## config.mk

```make
export PLATFORM = sky130hd
export DESIGN_NAME = div16_seq_ctrl
export DESIGN_NICKNAME = d
export VERILOG_FILES = /design/src/rtl/div16_seq_ctrl.sv
export SDC_FILE = /design/constraint.sdc
export NUM_CORES = 1
export LEC_CHECK = 0
export ABC_AREA = 1
export CAP_MARGIN = 10
export CORE_ASPECT_RATIO = 1.1
export CORE_MARGIN = 10
export CORE_UTILIZATION = 54
export CTS_BUF_LIST = sky130_fd_sc_hd__clkbuf_4
export DETAILED_ROUTE_END_ITERATION = 10
export PLACE_DENSITY = 0.91
export SYNTH_ARGS = -nofsm -noshare
export SYNTH_HDL_FRONTEND = slang
export SYNTH_SLANG_ARGS = --single-unit
```

## constraint.sdc

```tcl
create_clock -name clk -period 4.5 [get_ports clk]
set_clock_uncertainty 0.2 [all_clocks]
set_input_delay 0.675 -clock clk [delete_from_list [all_inputs] [get_ports clk]]
set_output_delay 0.675 -clock clk [all_outputs]
set_load 0.05 [all_outputs]
```

## src/rtl/div16_seq_ctrl.sv

```systemverilog
// Sequential 16-bit unsigned restoring divider controller.
// Every subtraction and compare is done by an external add/sub comparator, driven through the add_* ports.
//
// state  | meaning
// S_IDLE | waiting for start; results held
// S_RUN  | 16 shift/subtract iterations, one per cycle
// S_DONE | one-cycle done pulse; results valid
module div16_seq_ctrl #(
  parameter int WIDTH = 16,
  parameter int CNT_W = 5
) (
  input  logic             clk,
  input  logic             rst_n,
  input  logic             start,
  input  logic [WIDTH-1:0] dividend,
  input  logic [WIDTH-1:0] divisor,
  output logic             busy,
  output logic             done,
  output logic [WIDTH-1:0] quotient,
  output logic [WIDTH-1:0] remainder,
  output logic             div_zero,
  output logic [WIDTH-1:0] add_a,
  output logic [WIDTH-1:0] add_b,
  output logic             add_neg,
  input  logic [WIDTH-1:0] add_sum,
  input  logic             add_cout
);

  typedef enum logic [1:0] {S_IDLE, S_RUN, S_DONE} state_t;

  state_t           state, state_nxt;
  logic [WIDTH-1:0] q_r, r_r, d_r;
  logic [CNT_W-1:0] cnt;
  logic             take;
  logic             last;
  logic [WIDTH-1:0] q_step, r_step;

  // R[15] set means the shifted remainder is 17 bits wide, so it always exceeds D
  always_comb begin
    add_a   = {r_r[WIDTH-2:0], q_r[WIDTH-1]};
    add_b   = d_r;
    add_neg = (state == S_RUN);
    take    = r_r[WIDTH-1] | add_cout;
    q_step  = {q_r[WIDTH-2:0], take};
    r_step  = take ? add_sum : add_a;
    last    = (cnt == CNT_W'(WIDTH-1));
  end

  always_comb begin
    state_nxt = state;
    busy      = 1'b0;
    done      = 1'b0;
    case (state)
      S_IDLE: begin
        if (start) state_nxt = (divisor != '0) ? S_RUN : S_DONE;
      end
      S_RUN: begin
        busy = 1'b1;
        if (last) state_nxt = S_DONE;
      end
      S_DONE: begin
        done      = 1'b1;
        state_nxt = S_IDLE;
      end
      default: state_nxt = S_IDLE;
    endcase
  end

  always_ff @(posedge clk or negedge rst_n) begin
    if (!rst_n) begin
      state     <= S_IDLE;
      q_r       <= '0;
      r_r       <= '0;
      d_r       <= '0;
      cnt       <= '0;
      quotient  <= '0;
      remainder <= '0;
      div_zero  <= 1'b0;
    end else begin
      state <= state_nxt;
      case (state)
        S_IDLE: begin
          if (start) begin
            if (divisor != '0) begin
              q_r      <= dividend;
              r_r      <= '0;
              d_r      <= divisor;
              cnt      <= '0;
              div_zero <= 1'b0;
            end else begin
              quotient  <= '1;
              remainder <= dividend;
              div_zero  <= 1'b1;
            end
          end
        end
        S_RUN: begin
          q_r <= q_step;
          r_r <= r_step;
          cnt <= cnt + CNT_W'(1);
          if (last) begin
            quotient  <= q_step;
            remainder <= r_step;
          end
        end
        default: ;
      endcase
    end
  end

endmodule

```

==> summary.md, run 1 <==
| Metric | Value |
|---|---|
| Worst-path clk slew | 160 ps |
| Syn avg cell area | 7.98 um2 |
| DIE HEIGHT | 114 um |
| Sink Count | 88 |
| Max clock buf depth | 2 |
| #FFs+latches synth | 88 |
| Skew-Pair Late Insertion Delay | 450 ps |
| Hold_buf cts | 0 |
| Area of the mapped netlist | 4340 um2 |
| Simple-gate share of the synthesized area | 0.371 |
| Worst Slack Setup Final | 1430 ps |
| HPWL Detailed | 8.50 mm |
| VDD IR max | 413 uV |
| Post-synthesis adder-cell area fraction | 0.00576 |
| Grt total ovfl | 0 |
| Layout cells sized above 1 | 0.0596 |
| Tmin final | 3070 ps |
| Ranking of synthesized cells by area | dfrtp_1 51%, nand2_1 21%, nand3_1 7.6%, buf_4 4.5%, and2_1 2.3% |
| Post-synthesis mux area share | 0 |
| Final-report setup violation count | 0 |
| # diodes | 0 |
| Clock root cell | clkbuf_4 |
| CTS-repair resized insts | 0 |
| First-pass GRT wire length | 19.4 mm |
| Post-Synth XOR/XNOR Area | 0 |
| Yosys top cell by area | dfrtp_1 |
| Cts bufs inserted | 9 |
| Arrival time worst endpoint | 2190 ps |
| Worst min-delay path class | input port to asynchronous set/reset pin |
| Highest metal used | met4 |
| Status | finished clean |
| Number of routed nets with antenna violations | 0 |
| Synthesis Warnings | 0 |
| Die footprint | 12,000 um2 |
| Crit-path max FO | 19 |
| Reg area | 2200 um2 |
| Compound-Gate Fraction of Synth Area | 0.0256 |
| Initial Util | 0.552 |
| Crit path launch type | flop |
| Main combinational cell family by area after synthesis | simple AND/OR/NAND/NOR gates |
| FMAX | 0.326 GHz |
| Cell row count | 34 |
| Relative slew slack | 0.265 |
| Footprint of the multi-input gates | 1750 um2 |
| Largest net degree at the start of global routing | 89 |
| CP Data Required Time | 3620 ps |
| Io pins | 120 |
| Pre-CTS setup slack | 1550 ps |
| Cell count after synthesis | 544 |
| Max-slew violations | 0 |
| Via count | 4,043 |
| H-tree levels | 3 |
| Final GP Congestion | 0.861 |
| Pwr Density | 867 nW/um2 |
| Crit share post-route | 0.681 |
| Register area share after synthesis | 0.507 |
| Post CTS Setup Buffer Count | 0 |
| IO buf count | 119 |
| DR WL/cell | 15.8 um |
| Worst hold slack | 212 ps |
| Post-Syn Nets | 598 |
| Metal2 WL | 5.51 mm |
| Vias per Instance | 5.42 |
| Die W | 105 um |
| Crit path kind | flop to output port |
| Initial antenna violation count | 0 |
| Worst slew pin tran | 1100 ps |
| WL met1 | 4.86 mm |
| Synth top area share | 0.507 |
| DR pass1 iterations | 5 |
| P&R area growth vs syn | 27.2% |
| GRT Overall Usage | 0.195 |
| TritonCTS clock tree | built |
| Number of global-route vias before repair | 3,977 |
| DRC Markers | 0 |
| LEAKAGE | 0.00273 uW |
| Max cap viols | 0 |
| Most common library cell in the layout ignoring fill and taps | nand2_1 |
| Initial DRC count | 352 |
| Filler cells | 610 |
| Final Hold Fails | 0 |
| Setup_tns | 0 ps |
| Area of the core | 7870 um2 |
| WL final | 11.8 mm |
| Critical Path Sink Type | output port |
| Nets | 687 |
| RSZ-0062 raised after global routing | false |
| Met3 WL | 1.18 mm |
| Post-synth cell types | 24 |
| Commonest non-fill, non-tap cells in the layout | 239 x nand2_1, 118 x clkdlybuf4s50_1, 88 x dfrtp_1 |
## synthesized netlist by cell type
library cell and count:
clkbuf_1 6, o21ai_0 18, nand4_1 16, a31oi_1 1
buf_1 1, buf_2 6, nand2_2 2, nand3_2 2
o21ai_1 1, ha_1 2, nor2_8 1, nor2_2 5
nand3_1 66, a21oi_1 2, or2_2 3, nand2_1 239
nand2_4 3, buf_6 5, inv_2 2, and2_1 16
nor2_1 12, buf_4 26, inv_1 21, dfrtp_1 88
## cell type report
cell class	instances	share of cell area
tap	108	0.0245
clock buffer	10	0.0136
timing repair buffer	122	0.219
multi-input combinational	389	0.316
inverter	23	0.0156
clock inverter	6	0.0122
sequential	88	0.399
## worst paths after layout
| kind | startpoint | to | slack [ps] | cells past startpoint |
|---|---|---|---|---|
| worst max-delay path | state[1] | add_neg | 1430 | 4 |
| min in group clk | q_r[2] | q_r[2] | 290 | 2 |
| max in group asynchronous | rst_n | div_zero | 3170 | 1 |
| worst min-delay path | rst_n | remainder[4] | 210 | 1 |
| worst min register to register | q_r[2] | q_r[2] | 290 | 2 |
| worst max register to register | state[0] | r_r[15] | 1850 | 5 |
## state kept, by name (all words and copies together) (netlist names)
signal	count
add_b	16
remainder	16
q_r	16
quotient	16
state	2
div_zero	1
cnt	5
r_r	16
## cell families after synthesis
logic type	Yosys count
AND/OR/NAND/NOR	365
AO/OA/AOI/OAI	22
buffers and inverters	67
adder cells (fa/ha/maj)	2
flip-flops	88
## per-stage QoR
step,cells,total power (uW),utilization,cell area (um2)
2_1_floorplan,544,3570,-,4340
3_3_place_gp,730,4270,0.684,5380
3_5_place_dp,730,4360,0.684,5380
4_1_cts,746,4810,0.702,5520
5_1_grt,746,5110,0.702,5520
6_report,746,4790,0.702,5520
## report_power, final
| part | internal (uW) | leakage (uW) | switching, uW |
|---|---|---|---|
| sequential | 1160 | 0.00110 | 228 |
| clock | 178 | 0.0000730 | 278 |
| combinational | 898 | 0.00157 | 2050 |
## routing by layer
layer | vias to the layer above | track usage
met5 | - | 0
met4 | 0 | 0.0750
met3 | 23 | 0.0553
met2 | 213 | 0.314
met1 | 1908 | 0.243
li1 | 1899 | -
## worst max-delay path, cell delays in order (launching register included)
cell and delay, ps:
dfrtp_1 410, inv_1 110, nand2_2 70, inv_2 280, clkdlybuf4s50_1 890
No activity file was read; power rests on OpenSTA's default activity.
==> run 2: changes to the inputs <==
--- a/config.mk
+++ b/config.mk
@@ -9,10 +9,10 @@
 export CAP_MARGIN = 10
 export CORE_ASPECT_RATIO = 1.1
 export CORE_MARGIN = 10
-export CORE_UTILIZATION = 54
+export CORE_UTILIZATION = 45
 export CTS_BUF_LIST = sky130_fd_sc_hd__clkbuf_4
 export DETAILED_ROUTE_END_ITERATION = 10
-export PLACE_DENSITY = 0.91
+export PLACE_DENSITY = 0.82
 export SYNTH_ARGS = -nofsm -noshare
 export SYNTH_HDL_FRONTEND = slang
 export SYNTH_SLANG_ARGS = --single-unit
==> constraint.sdc (replaced) <==
create_clock -name clk -period 2.5 [get_ports clk]
set_clock_uncertainty 0.2 [all_clocks]
set_input_delay 0.375 -clock clk [delete_from_list [all_inputs] [get_ports clk]]
set_output_delay 0.375 -clock clk [all_outputs]
set_load 0.05 [all_outputs]
==> summary.md, run 2 (synthesis results as in run 1) <==
| Metric | Value |
|---|---|
| Number of global-route vias before repair | 3,977 (unchanged) |
| Relative slew slack | 0.590 (+0.326) |
| Die W | 114 um (+7.7%) |
| Number of routed nets with antenna violations | 0 (unchanged) |
| Family with the most delay on the worst path | buffers and inverters |
| Worst path cell trace | clkdlybuf4s50_1 |
| Pre-CTS setup slack | 193 ps (-1360 ps) |
| Grt total ovfl | 0 (unchanged) |
| # diodes | 0 (unchanged) |
| Largest net degree at the start of global routing | 49 (-45%) |
| Layout cells sized above 1 | 0.0742 (+0.0146) |
| DR pass1 iterations | 7 (+2) |
| Crit path buffers/inverters | 1 (-2) |
| IO buf count | 119 (unchanged) |
| Arrival time worst endpoint | 1710 ps (-480 ps) |
| First-pass GRT wire length | 20.0 mm (+3.5%) |
| HPWL Detailed | 8.77 mm (+3.2%) |
| Clock root cell | clkbuf_4 |
| Max clock buf depth | 2 (unchanged) |
| LEAKAGE | 0.00280 uW (+2.4%) |
| Commonest non-fill, non-tap cells in the layout | 239 x nand2_1, 115 x clkdlybuf4s50_1, 88 x dfrtp_1 |
| WL final | 12.0 mm (+1.6%) |
| Final GP Congestion | 0.883 (+2.5%) |
| Setup_tns | 0 ps (unchanged) |
| Area of the core | 9400 um2 (+19%) |
| Crit path kind | flop to output port |
| TritonCTS clock tree | built |
| Initial DRC count | 227 (-36%) |
| Critical Path Sink Type | output port |
| Vias per Instance | 5.17 (-4.6%) |
| Tmin final | 2280 ps |
| P&R area growth vs syn | 29.3% |
| Nets | 696 (+1.3%) |
| Max-slew violations | 0 (unchanged) |
| DR WL/cell | 15.7 um (-0.76%) |
| Crit-path max FO | 3 (-16) |
| RR Startpoint | cnt[0] |
| CP max stage cell | clkdlybuf4s50_1 |
| Worst min-delay path class | input port to asynchronous set/reset pin |
| GRT Overall Usage | 0.173 (-0.0216) |
| VDD IR max | 825 uV (+100%) |
| DIE HEIGHT | 123 um (+7.9%) |
| RSZ-0062 raised after global routing | false |
| Max cap viols | 0 (unchanged) |
| Cts bufs inserted | 9 (unchanged) |
| R2R setup slack | 480 ps (-1370 ps) |
| Pwr Density | 1540 nW/um2 (+78%) |
| Via count | 3,949 (-2.3%) |
| Final-report setup violation count | 0 (unchanged) |
| Io pins | 120 (unchanged) |
| Crit share post-route | 0.913 |
| Cell row count | 37 (+8.8%) |
| Status | finished clean |
| Crit-path max cell delay | 830 ps (-60 ps) |
| Initial antenna violation count | 0 (unchanged) |
| Sink Count | 88 (unchanged) |
| Worst Reg-to-Reg Cells | 9 (+4) |
| Initial Util | 0.462 (-0.0897) |
| Most common library cell in the layout ignoring fill and taps | nand2_1 |
| Worst-path clk slew | 150 ps (about the same) |
| H-tree levels | 3 (unchanged) |
| CP Data Required Time | 1920 ps (-1700 ps) |
| Post CTS Setup Buffer Count | 0 (unchanged) |
| Worst reg2reg endpoint | quotient[10] |
| Worst slew pin tran | 614 ps (-488 ps) |
| Worst Slack Setup Final | 216 ps (-1220 ps) |
| DRC Markers | 0 (unchanged) |
| Final Hold Fails | 0 (unchanged) |
| Crit path launch type | flop |
| FMAX | 0.438 GHz |
| Filler cells | 866 (+42%) |
| Die footprint | 14,000 um2 (+16%) |
| Skew-Pair Late Insertion Delay | 440 ps (about the same) |
[run 2: cell types whose count changed in the layout (fill, tap and decap cells not counted), moves of 2 or more]
cell	delta
buf_12	+2
buf_4	+8
clkdlybuf4s50_1	-3
inv_6	+4
[run 2: per-stage QoR]
stage | instances | util | total power, uW | hold slack [ps] | area [um2]
finish | 764 | 0.597 | 8650 | 263 | 5610
global route | 764 | 0.597 | 9300 | 297 | 5610
CTS | 764 | 0.597 | 8720 | 283 | 5610
detailed placement | 747 | 0.582 | 7950 | 233 | 5470
global placement | 747 | 0.582 | 7840 | 240 | 5470
floorplan | 544 | - | 6430 | -121 | 4340
[run 2: worst max path at each step]
stage / start / endpoint / cells past startpoint / slack, ps
floorplan: state[1] / busy / 6 / 530
global placement: divisor[7] / remainder[9] / 9 / 260
detailed placement: divisor[6] / remainder[13] / 9 / 190
CTS: state[1] / done / 3 / 50
global route: state[1] / add_neg / 4 / 30
finish: q_r[15] / add_a[0] / 1 / 220
[run 2: layer usage]
layer	track usage	up-vias	routed length, um
met5	0	-	0
met4	0.0476	0	187
met3	0.0761	16	1270
met2	0.269	156	5630
met1	0.215	1864	4920
li1	-	1913	-
[run 2: timing repair]
action                     in CTS  in global routing
hold endpoints to repair       45                  0
gates resized for setup         0                  3
setup endpoints to repair       0                  3
hold buffers                    1                  0
[run 2: worst register-to-register path, delay by kind of cell (launching register included)]
| kind | cells | cell delay [ps] |
|---|---|---|
| simple gates | 6 | 640 |
| fa+ha+maj | 2 | 360 |
| buf+inv | 1 | 360 |
| flops | 1 | 420 |
[run 2: area by class of cell]
type                            instances  area [um2]  area share
Sequential cell                        88        2200       0.392
Multi-Input combinational cell        389        1750       0.311
Timing Repair Buffer                  131        1300       0.232
Tap cell                              117         146      0.0261
Inverter                               23        88.8      0.0158
Clock buffer                            9        67.6      0.0120
Clock inverter                          7        60.1      0.0107
[run 2: where the power goes]
group          leakage [uW]  switching, uW  internal (uW)
sequential          0.00110            409           2090
clock             0.0000683            542            224
combinational       0.00163           3690           1690
total               0.00280           4640           4000
